## src/rtl/memory_stage.sv

```systemverilog
// Pipeline M stage: registers the execute bundle, runs the data-memory req/ready access,
// formats load data by funct3 and registers the result bundle for writeback.
module memory_stage #(
    parameter int ADDRESS_WIDTH = 32,
    parameter int DATA_WIDTH    = 32
) (
    input  logic                     clk,
    input  logic                     rst_n,
    input  logic                     valid_e,
    input  logic                     reg_write_e,
    input  logic [1:0]               result_src_e,
    input  logic                     mem_write_e,
    input  logic [2:0]               funct3_e,
    input  logic [DATA_WIDTH-1:0]    alu_result_e,
    input  logic [DATA_WIDTH-1:0]    write_data_e,
    input  logic [4:0]               rd_e,
    input  logic [ADDRESS_WIDTH-1:0] pc_plus4_e,
    output logic                     stall_m,
    output logic                     dmem_req,
    output logic                     dmem_we,
    output logic [ADDRESS_WIDTH-1:0] dmem_addr,
    output logic [3:0]               dmem_be,
    output logic [DATA_WIDTH-1:0]    dmem_wdata,
    input  logic                     dmem_ready,
    input  logic [DATA_WIDTH-1:0]    dmem_rdata,
    output logic                     reg_write_m,
    output logic [1:0]               result_src_m,
    output logic [DATA_WIDTH-1:0]    alu_result_m,
    output logic [DATA_WIDTH-1:0]    read_data_m,
    output logic [4:0]               rd_m,
    output logic [ADDRESS_WIDTH-1:0] pc_plus4_m,
    output logic                     misalign_m
);
    localparam int AW = ADDRESS_WIDTH;
    localparam int DW = DATA_WIDTH;

    typedef enum logic {IDLE, ACCESS} state_t;

    typedef struct packed {
        logic          valid;
        logic          reg_write;
        logic [1:0]    result_src;
        logic          mem_write;
        logic [2:0]    funct3;
        logic [DW-1:0] alu_result;
        logic [DW-1:0] write_data;
        logic [4:0]    rd;
        logic [AW-1:0] pc_plus4;
    } em_t;

    typedef struct packed {
        logic          reg_write;
        logic [1:0]    result_src;
        logic [DW-1:0] alu_result;
        logic [DW-1:0] read_data;
        logic [4:0]    rd;
        logic [AW-1:0] pc_plus4;
        logic          misalign;
    } mw_t;

    state_t state_q, state_d;
    em_t    em_q, em_d, in_b;
    mw_t    mw_q, mw_d;
    logic   in_aligned_mem, em_mem, em_mis;

    // funct3[1:0]: 00 byte, 01 half, anything else is handled as a word.
    function automatic logic is_misaligned(input logic [2:0] f3, input logic [1:0] a);
        case (f3[1:0])
            2'b00:   is_misaligned = 1'b0;
            2'b01:   is_misaligned = a[0];
            default: is_misaligned = (a != 2'b00);
        endcase
    endfunction

    function automatic logic [3:0] byte_en(input logic [2:0] f3, input logic [1:0] a);
        case (f3[1:0])
            2'b00:   byte_en = 4'b0001 << a;
            2'b01:   byte_en = a[1] ? 4'b1100 : 4'b0011;
            default: byte_en = 4'b1111;
        endcase
    endfunction

    function automatic logic [DW-1:0] store_data(input logic [2:0] f3, input logic [DW-1:0] wd);
        case (f3[1:0])
            2'b00:   store_data = {4{wd[7:0]}};
            2'b01:   store_data = {2{wd[15:0]}};
            default: store_data = wd;
        endcase
    endfunction

    function automatic logic [DW-1:0] load_format(input logic [2:0] f3, input logic [1:0] a,
                                                  input logic [DW-1:0] rdata);
        logic [DW-1:0] lane;
        logic [7:0]    b;
        logic [15:0]   h;
        lane = rdata >> {a, 3'b000};
        b    = lane[7:0];
        h    = a[1] ? rdata[31:16] : rdata[15:0];
        case (f3[1:0])
            2'b00:   load_format = f3[2] ? {{(DW-8){1'b0}}, b} : {{(DW-8){b[7]}}, b};
            2'b01:   load_format = f3[2] ? {{(DW-16){1'b0}}, h} : {{(DW-16){h[15]}}, h};
            default: load_format = rdata;
        endcase
    endfunction

    assign stall_m = (state_q == ACCESS) && !dmem_ready;

    // Incoming bundle with control zeroed for bubbles.
    always_comb begin
        in_b            = '0;
        in_b.valid      = valid_e;
        in_b.reg_write  = valid_e & reg_write_e;
        in_b.result_src = valid_e ? result_src_e : 2'b00;
        in_b.mem_write  = valid_e & mem_write_e;
        in_b.funct3     = funct3_e;
        in_b.alu_result = alu_result_e;
        in_b.write_data = write_data_e;
        in_b.rd         = rd_e;
        in_b.pc_plus4   = pc_plus4_e;
        in_aligned_mem  = in_b.valid && (in_b.result_src == 2'b01 || in_b.mem_write)
                          && !is_misaligned(funct3_e, alu_result_e[1:0]);
        em_d            = stall_m ? em_q : in_b;
    end

    always_comb begin
        state_d = state_q;
        case (state_q)
            IDLE:    if (in_aligned_mem) state_d = ACCESS;
            ACCESS:  if (dmem_ready) state_d = in_aligned_mem ? ACCESS : IDLE;
            default: state_d = IDLE;
        endcase
    end

    // An aligned mem op in E/M always means ACCESS, so IDLE only sees non-mem, misaligned or bubbles.
    always_comb begin
        em_mem = em_q.valid && (em_q.result_src == 2'b01 || em_q.mem_write);
        em_mis = em_mem && is_misaligned(em_q.funct3, em_q.alu_result[1:0]);
        mw_d   = '0;
        if (!stall_m) begin
            mw_d.reg_write  = em_q.reg_write & ~em_mis;
            mw_d.result_src = em_q.result_src;
            mw_d.alu_result = em_q.alu_result;
            mw_d.rd         = em_q.rd;
            mw_d.pc_plus4   = em_q.pc_plus4;
            mw_d.misalign   = em_mis;
            if (state_q == ACCESS && em_q.result_src == 2'b01)
                mw_d.read_data = load_format(em_q.funct3, em_q.alu_result[1:0], dmem_rdata);
        end
    end

    always_ff @(posedge clk or negedge rst_n) begin
        if (!rst_n) begin
            state_q <= IDLE;
            em_q    <= '0;
            mw_q    <= '0;
        end else begin
            state_q <= state_d;
            em_q    <= em_d;
            mw_q    <= mw_d;
        end
    end

    assign dmem_req     = (state_q == ACCESS);
    assign dmem_we      = em_q.mem_write;
    assign dmem_addr    = {em_q.alu_result[AW-1:2], 2'b00};
    assign dmem_be      = byte_en(em_q.funct3, em_q.alu_result[1:0]);
    assign dmem_wdata   = store_data(em_q.funct3, em_q.write_data);

    assign reg_write_m  = mw_q.reg_write;
    assign result_src_m = mw_q.result_src;
    assign alu_result_m = mw_q.alu_result;
    assign read_data_m  = mw_q.read_data;
    assign rd_m         = mw_q.rd;
    assign pc_plus4_m   = mw_q.pc_plus4;
    assign misalign_m   = mw_q.misalign;
endmodule

```

## config.mk

```make
export PLATFORM = sky130hd
export DESIGN_NAME = memory_stage
export DESIGN_NICKNAME = d
export VERILOG_FILES = /design/src/rtl/memory_stage.sv
export SDC_FILE = /design/constraint.sdc
export NUM_CORES = 1
export LEC_CHECK = 0
export CAP_MARGIN = 20
export CORE_MARGIN = 4
export CORE_UTILIZATION = 44
export CTS_CLUSTER_DIAMETER = 40
export DETAILED_ROUTE_END_ITERATION = 7
export PLACE_DENSITY = 0.88
export SETUP_SLACK_MARGIN = 0.5
export SLEW_MARGIN = 20
export SYNTH_ARGS = -nofsm -noshare
export SYNTH_HDL_FRONTEND = slang
export SYNTH_SLANG_ARGS = --single-unit
```

## constraint.sdc

```tcl
create_clock -name clk -period 1.86 [get_ports clk]
set_input_delay 0.279 -clock clk [delete_from_list [all_inputs] [get_ports clk]]
set_output_delay 0.279 -clock clk [all_outputs]
set_load 0.01 [all_outputs]
```

==> metrics.txt <==
Post-DRT Antenna Nets 0; M1 GR Usage 28.1%; Post-Syn Area between 8000 and 9000 µm²; Inserted Diodes 0; final setup TNS -2.65 ns; Worst R2R Start em_q[101]$_DFFE_PN0N_; final cycle utilization of the critical path 108%; leakage power between 7 and 8 nW; Max-slew headroom roughly 66%; starting density of the core between 40% and 50%; CP endpoint kind output pin; die area around 22000 µm²; # fillers 1202; Post-Synth Adder-Cell Area 0%; clock slew at reported path FFs ~0.060 ns; skew final a little over 0.008 ns; Simple-Gate Fraction of Synth Area a little under a quarter; final worst path period need 2.01 ns; final std cells w/o fill about 1500; Synth Area in Compound Gates 3.74%; status finished, violations left; multiplexer share of the synthesized area about 4.5%; Synth warnings 0; die span in y ~150 µm; Detailed Route Iter0 Violations between 300 and 400; IO Count 320; DP Cell Count 1375; Hold Path Class input port to flip-flop; multi-input logic area about 3200 µm²; RSZ-0062 raised after global routing yes; final setup margin -0.148 ns; largest area contributor in the netlist dfrtp_1; min-delay src pc_plus4_e[23]; most frequent cells in the layout 320 x nand2_1, 206 x dfrtp_1, 142 x clkdlybuf4s50_1, 116 x buf_2, 85 x buf_6; Sequential cell area approximately 5400 µm²; Die Span X around 150 µm; remaining global-route overflow 0; Inserted Clock Buffers 31; max_cap viols 0; WL/cell approximately 21 µm; CTS tree done; syn_area_per_cell approximately 10 µm²; WL final roughly 32000 µm; largest net degree at the start of global routing 110; # nets final 1373; Critical Path Start em_q[101]$_DFFE_PN0N_; met2 Use GR around 45%; final core utilization around 75%; top cell type's share of synthesized area between 60% and 70%; f_max about 0.50 GHz; IO buf count approximately 320; Final Slew Violations 0; synthesized instance count about 850; commonest non-fill, non-tap cell in the layout nand2_1; grt peak-use layer met2; Via Count roughly 7700; row count 50; worst vdd ir 760 µV; xor/xnor cell area share of the yosys netlist 0%; Placer Congestion 0.938; gr usage total between 20% and 30%; Pwr Total roughly 0.015 W; largest family of logic cells by synthesized area simple AND/OR/NAND/NOR gates; worst skew pair latency 0.54 ns; Fin. Hold Viols 0; DP HPWL roughly 18000 µm; #FFs+latches synth 215; PD cells about 1000 nW/µm²; vias in the first global route 7863; # setup viols final 26; first-pass GRT wire length roughly 43000 µm; 1st-pass router iterations 5; clock buffer depth 3; sequential cell area fraction in the yosys report approximately 63%; Root Driver clkbuf_16; share of cells above drive strength 1 38.9%; synth top area cells dfrtp_1 63%, nand2_1 16%, and2_1 5.1%; critical path required time approximately 1.6 ns; crit path launch type flip-flop; distinct cell type count after synthesis 35; Worst Path Arrival 1.73 ns; # clock sinks about 220; worst-margin pin slew ~0.51 ns; CP max FO 8; post-DR vias/cell between 5 and 6; failing checks negative setup slack; Synth-to-Final Area Change 65.8%; drc violations 0; WS Path Type flip-flop to output pin; H-tree depth 1; grt met3 use 6.38%; antenna violations before repair 2; Placeable Area 18900 µm²
[critical path, stage by stage (launching register included)]
cell and delay (ns):
dfrtp_2 0.45, nor2_4 0.15, buf_12 0.15, mux2_4 0.29, buf_2 0.15
[kinds of logic after synthesis]
kind of cell / Yosys count
compound gates: 51
buf+inv: 89
flops: 215
mux: 35
other cells: 1
simple gates: 463
[flip-flops by register name, indices dropped and copies added (netlist names)]
name and cells:
alu_result_m 32, dmem_addr 30, dmem_req 1, dmem_we 1
em_q 78, misalign_m 1, pc_plus4_m 32, rd_m 5
read_data_m 32, reg_write_m 1, result_src_m 2
[power breakdown]
group | total, W | internal (W) | switching [W]
sequential | 0.00536 | 0.00510 | 0.000258
combinational | 0.00292 | 0.00157 | 0.00135
clock | 0.00634 | 0.00415 | 0.00219
[worst paths after layout]
path,cells after the start,slack (ns),end
worst max-delay path,4,-0.15,dmem_wdata[8]
worst min-delay path,3,0.26,em_q[23]$_DFFE_PN0N_
worst max register to register,6,0.14,read_data_m[7]$_DFF_PN0_
worst min register to register,2,0.46,em_q[24]$_DFFE_PN0N_
max in group asynchronous,3,0.97,em_q[37]$_DFFE_PN0N_
min in group asynchronous,2,0.29,read_data_m[4]$_DFF_PN0_
[cell type report]
type | count | area share, %
clock buffers | 37 | 5.84
clock inverters | 19 | 2.10
well taps | 260 | 2.29
multi-input cells | 551 | 22.5
inverters | 4 | 0.212
repair buffers | 426 | 29.1
flip-flops and latches | 215 | 38.0
[layer usage]
layer | wire (µm) | part of all wire, %
met5 | 29 | 0.089
met2 | 16900 | 52
met4 | 1430 | 4.4
met3 | 2680 | 8.2
met1 | 11400 | 35
[Yosys cell counts (all sizes together)]
master  number
nor3         5
nand3b       1
or4b         1
buf         49
and2        70
dfrtp      215
mux2        24
nor2b        2
mux2i       11
nand4b       1
o21ai       15
a222oi       1
a211oi       1
a21oi       17
and3         3
a22oi       14
nand2b       1
o221ai       1
o31ai        1
conb         1
a21o         1
nand3        4
nor2        10
nand2      365
clkbuf      36
inv          4
[timing repair]
item                       in CTS  in global routing
cloned                          3                 15
setup endpoints to repair     209                269
pin swaps                      63                 21
hold endpoints to repair       49                  0
buffers inserted               41                 21
hold buffers                    1                  0
gates resized for setup       861                113
[stage by stage]
stage,instance area (µm²),setup slack (ns),hold slack (ns)
final,14200,-0.148,0.261
after global routing,14200,-0.198,0.245
after CTS,13300,-0.161,0.244
after detailed placement,12000,0.0232,0.258
after global placement,12000,0.0346,0.257
after floorplan,8620,0.372,-0.0166
No activity file was read; power rests on OpenSTA's default activity.
==> patch 1, RTL diff (config.mk and constraints unchanged) <==
Make the reset (`rst_n`) synchronous in one clocked block.
--- a/src/rtl/memory_stage.sv
+++ b/src/rtl/memory_stage.sv
@@ -148,7 +148,7 @@
         end
     end
 
-    always_ff @(posedge clk or negedge rst_n) begin
+    always_ff @(posedge clk) begin
         if (!rst_n) begin
             state_q <= IDLE;
             em_q    <= '0;
Function: differs if rst_n is asserted again (counterexample within 4 cycles, from zero or initial values and one cycle with rst_n low); with rst_n held inactive, the same outputs for 4 cycles.
==> patch 1 against the unedited design <==
Worst setup slack better by 0.085 ns; synthesized area fell by 4.2%; clock skew grew 0.0010 ns; routed wire length fell by 12%; power is 15% lower; the flow still finishes with violations (setup timing); non-clock buffer count is 58 lower; largest power group unchanged; fmax rose by 4.4%; cell area is 12% lower; sequential cell count did not move.
==> patch 1: results (changes against the unedited design) <==
Worst setup path
  • R2R Path End: read_data_m[10]$_SDFF_PP0_
  • Critical Path End: dmem_be[0]
  • Crit-path slowest cell: dfxtp_4
  • R2R depth: 8 (+2)
  • Reg2reg setup slack: -0.02 ns (-0.16 ns)
  • Worst Path Max Fanout: 5 (-3)
  • Setup crit start: em_q[101]$_SDFFE_PN0N_
  • CP Data Arrival Time: 1.64 ns (-0.09 ns)
  • CP peak stage delay: 0.36 ns (-0.09 ns)

STA
  • Clk_skew: 0.00932 ns (+0.00104 ns)
  • Final WS setup: -0.0631 ns (+0.0854 ns)
  • Final Hold Viols: 0 (unchanged)
  • Setup violations, final: 19 (-27%)

Route
  • Routed wire length: 28.7 mm (-12%)
  • Initial drt markers: 423 (+15%)
  • WL met1: 10.2 mm (-11%)
  • Vias per cell: 5.35 (+4.7%)
  • Metal2 WL: 14.3 mm (-15%)
  • Routed wl met3: 2.87 mm (+7.1%)

Global routing
  • Overall Global Routing Usage: 0.249 (-0.000277)
  • Met2 Use GR: 0.447 (-0.000474)
  • GRT met3 Usage: 0.0853 (+0.0216)
  • Met1 usage: 0.264 (-0.0162)
  • Largest net degree at the start of global routing: 92 (-16%)

Synthesis
  • Seq/Total Area, Yosys: 0.525 (-0.104)
  • Top cells by area, synth: dfxtp_1 53%, nand2_1 11%, a21boi_0 10%, and3_1 5.3%, buf_4 3.7%
  • Most used DFF post-synth: dfxtp_1
  • Post-synthesis mux area share: 0.0344 (-0.0105)
  • Synth top cells by count: 242 x nand2_1, 215 x dfxtp_1, 110 x a21boi_0
  • Distinct cells, synth: 39 (+11%)
  • Synth Area in Compound Gates: 0.174 (+0.136)
  • FFs w/ async S/R, synth: 0 (-1.00)

Min path
  • Hold Crit Depth: 2 (-1)
  • Worst Hold End: result_src_m[0]$_SDFF_PP0_
  • Hold_sp: rst_n

Placement
  • Placed Area: 11500 µm² (-4.1%)
  • DP Worst Slack: 0.0304 ns (+0.00722 ns)
  • DP Wirelength: 18.0 mm (+1.4%)
  • Placer congestion estimate: 0.898 (-4.2%)

Final layout
  • Fill cells: 1370 (+14%)
  • Top reg by flops: em_q
  • Nets: 1345 (-2.0%)

Outcome
  • Status: complete, but fails checks
  • Failing checks: setup timing

Clocking
  • Num CTS Buffers: 30 (-3.2%)

Pwr
  • Worst VDD drop: 0.000819 V (+7.8%)
  • Int Power: 9440 µW (-13%)
  • Leakage: 0.00579 µW (-19%)
-- patch 1: changes by cell type after synthesis, moves of 7 or more --
cell       unedited run  this run
a21oi_1              17        40
a2bb2oi_1             0         7
nor2b_1               2        10
nand2_1             365       242
a21o_1                1        17
dfxtp_1               0       215
and3_1                2        69
and2_1               70         1
a21boi_0              0       110
clkbuf_1             35        62
dfrtp_1             215         0
-- patch 1: area by class of cell --
cell class,instances,area [µm²],area share
clock buffer,36,825,0.0658
sequential,215,4370,0.349
tap,229,287,0.0229
multi-input combinational,584,3560,0.285
clock inverter,19,239,0.0191
inverter,2,12.5,0.000999
timing repair buffer,368,3220,0.257
-- patch 1: what timing repair did --
| item | 4_1_cts | 5_1_grt |
|---|---|---|
| cloned | 5 | 3 |
| hold buffers | 0 | 0 |
| gates resized for setup | 718 | 103 |
| hold endpoints to repair | 0 | 0 |
| pin swaps | 5 | 6 |
| setup buffers | 7 | 8 |
| endpoints found under the setup margin | 217 | 160 |
-- patch 1: power groups by stage --
stage	clock (µW)	combinational (µW)	sequential [µW]
2_1_floorplan	0	663	5040
3_3_place_gp	0	1480	5030
3_5_place_dp	0	1510	5040
4_1_cts	5980	1500	4940
5_1_grt	6180	1700	4980
6_report	5890	1610	4950
-- patch 1: stage by stage --
step	cells	power [µW]	hold slack [ns]	TNS [ns]
2_1_floorplan	911	5710	0.419	0
3_3_place_gp	1375	6510	0.442	0
3_5_place_dp	1375	6550	0.450	0
4_1_cts	1442	12400	0.0445	-0.592
5_1_grt	1453	12900	0.0563	-1.69
6_report	1453	12400	0.0644	-0.451
-- patch 1: cells by family after synthesis --
group | after synthesis
mux | 26
flops | 215
simple gates | 351
compound gates | 205
other cells | 1
buf+inv | 112
==> patch 2, RTL diff (same flow settings) <==
Without the edit above. Set the parameter `ADDRESS_WIDTH` to 24 (it was 32).
--- a/src/rtl/memory_stage.sv
+++ b/src/rtl/memory_stage.sv
@@ -1,7 +1,7 @@
 // Pipeline M stage: registers the execute bundle, runs the data-memory req/ready access,
 // formats load data by funct3 and registers the result bundle for writeback.
 module memory_stage #(
-    parameter int ADDRESS_WIDTH = 32,
+    parameter int ADDRESS_WIDTH = 24,
     parameter int DATA_WIDTH    = 32
 ) (
     input  logic                     clk,
Interface: changed (resized dmem_addr, pc_plus4_e and pc_plus4_m); port bits go from 320 to 296. No check against the original RTL was run, so the function may have changed too.
==> patch 2 against the unedited design <==
The flow still finishes with violations (setup timing); non-clock buffer count decreased by 61; die area decreased by 6.7%; worst setup slack improved by 0.022 ns; combinational power decreased by 18%; global-route usage decreased by 2.4 points; cell area decreased by 14%; cell count decreased by 11%; clock power decreased by 38%; sequential cell count decreased by 16; critical path type unchanged; routed wire length decreased by 24%; via count decreased by 14%; highest routed layer unchanged; largest power group is now registers; power decreased by 23%; clock skew about the same; synthesized area decreased by 7.0%.
==> patch 2: results (changes against the unedited design) <==
Clocking
  • Num CTS Buffers: 17 (-45%)
  • Clk_lat worst skew: 0.42 ns (-0.12 ns)
  • Clock buffer depth: 2 (-1)

Worst setup path
  • R2R depth: 7 (+1)
  • CP Data Arrival Time: 1.71 ns (-0.02 ns)
  • RR Startpoint: em_q[94]$_DFFE_PN0N_

STA
  • Final WS setup: -0.127 ns (+0.0218 ns)
  • Setup TNS: -0.973 ns (+1.68 ns)
  • Clk_skew: 0.00810 ns (-0.000177 ns)
  • Setup violations, final: 8 (-69%)

Synthesis
  • Synth Area in Compound Gates: 0.0403 (+0.00283)
  • Seq/Total Area, Yosys: 0.626 (-0.00275)
  • Post-synthesis mux area share: 0.0483 (+0.00340)

Placement
  • DP Worst Slack: 0.0427 ns (+0.0195 ns)
  • Placer congestion estimate: 0.798 (-15%)

Final layout
  • Nets: 1242 (-9.5%)
  • Layout cells sized above 1: 0.241 (-0.148)

Outcome
  • Failing checks: setup timing
  • Status: complete, but fails checks

Route
  • Vias per cell: 4.95 (-3.2%)
  • Initial drt markers: 355 (-3.3%)

Global routing
  • Met1 usage: 0.261 (-0.0198)
  • Largest net degree at the start of global routing: 102 (-7.3%)
  • Initial antenna violation count: 1 (-1)
  • GRT met3 Usage: 0.0649 (+0.00109)
  • Met2 Use GR: 0.394 (-0.0540)
  • Overall Global Routing Usage: 0.225 (-0.0243)
  • Global-route wire length before repair: 35.5 mm (-17%)

Pwr
  • Worst VDD drop: 0.000611 V (-20%)
  • Leakage: 0.00605 µW (-15%)

Min path
  • Worst Hold Class: primary input to async pin
## patch 2: cell families after synthesis
logic type,count (synthesis)
AO/OA/AOI/OAI,51
buffers and inverters,79
flip-flops,199
multiplexers,35
other,1
AND/OR/NAND/NOR,431
## patch 2: worst max-delay path by stage
stage | start | to | slack [ns] | cells after the start
after global routing | em_q[94]$_DFFE_PN0N_ | dmem_wdata[13] | -0.18 | 5
after global placement | em_q[93]$_DFFE_PN0N_ | dmem_be[2] | 0.03 | 5
after CTS | em_q[94]$_DFFE_PN0N_ | dmem_wdata[13] | -0.13 | 5
after detailed placement | em_q[94]$_DFFE_PN0N_ | dmem_wdata[13] | 0.04 | 4
final | em_q[94]$_DFFE_PN0N_ | dmem_wdata[10] | -0.13 | 5
after floorplan | em_q[62]$_DFFE_PN0N_ | read_data_m[21]$_DFF_PN0_ | 0.37 | 5
## patch 2: metrics by stage
step	cells	hold slack (ns)
6_report	1344	0.357
5_1_grt	1344	0.360
4_1_cts	1330	0.353
3_5_place_dp	1265	0.249
3_3_place_gp	1265	0.244
2_1_floorplan	797	-0.0166
## patch 2: final cells by class
| class | count | area, µm² |
|---|---|---|
| fillers | 1275 | 5260 |
| flip-flops and latches | 199 | 4980 |
| repair buffers | 365 | 3540 |
| multi-input cells | 519 | 2760 |
| clock buffers | 17 | 425 |
| well taps | 225 | 282 |
| clock inverters | 15 | 208 |
| inverters | 4 | 22.5 |
## patch 2: per-layer routing
| layer | routed length, µm | vias up |
|---|---|---|
| met5 | 13 | - |
| met4 | 786 | 2 |
| met3 | 1850 | 58 |
| met2 | 12800 | 314 |
| met1 | 9190 | 3186 |
| li1 | - | 3089 |
## patch 2: what timing repair did
item / CTS / global route
gates resized for setup: 462 / 116
hold buffers: 1 / 0
pin swaps: 12 / 2
endpoints found under the hold margin: 41 / 0
buffers inserted: 30 / 9
cloned: 2 / 5
endpoints found under the setup margin: 258 / 271
## patch 2: power groups by stage
stage	logic (µW)	registers (µW)	clock network [µW]
2_1_floorplan	873	5020	0
3_3_place_gp	2130	4960	0
3_5_place_dp	2160	4980	0
4_1_cts	2290	4890	3990
5_1_grt	2560	4940	4200
6_report	2380	4890	3930
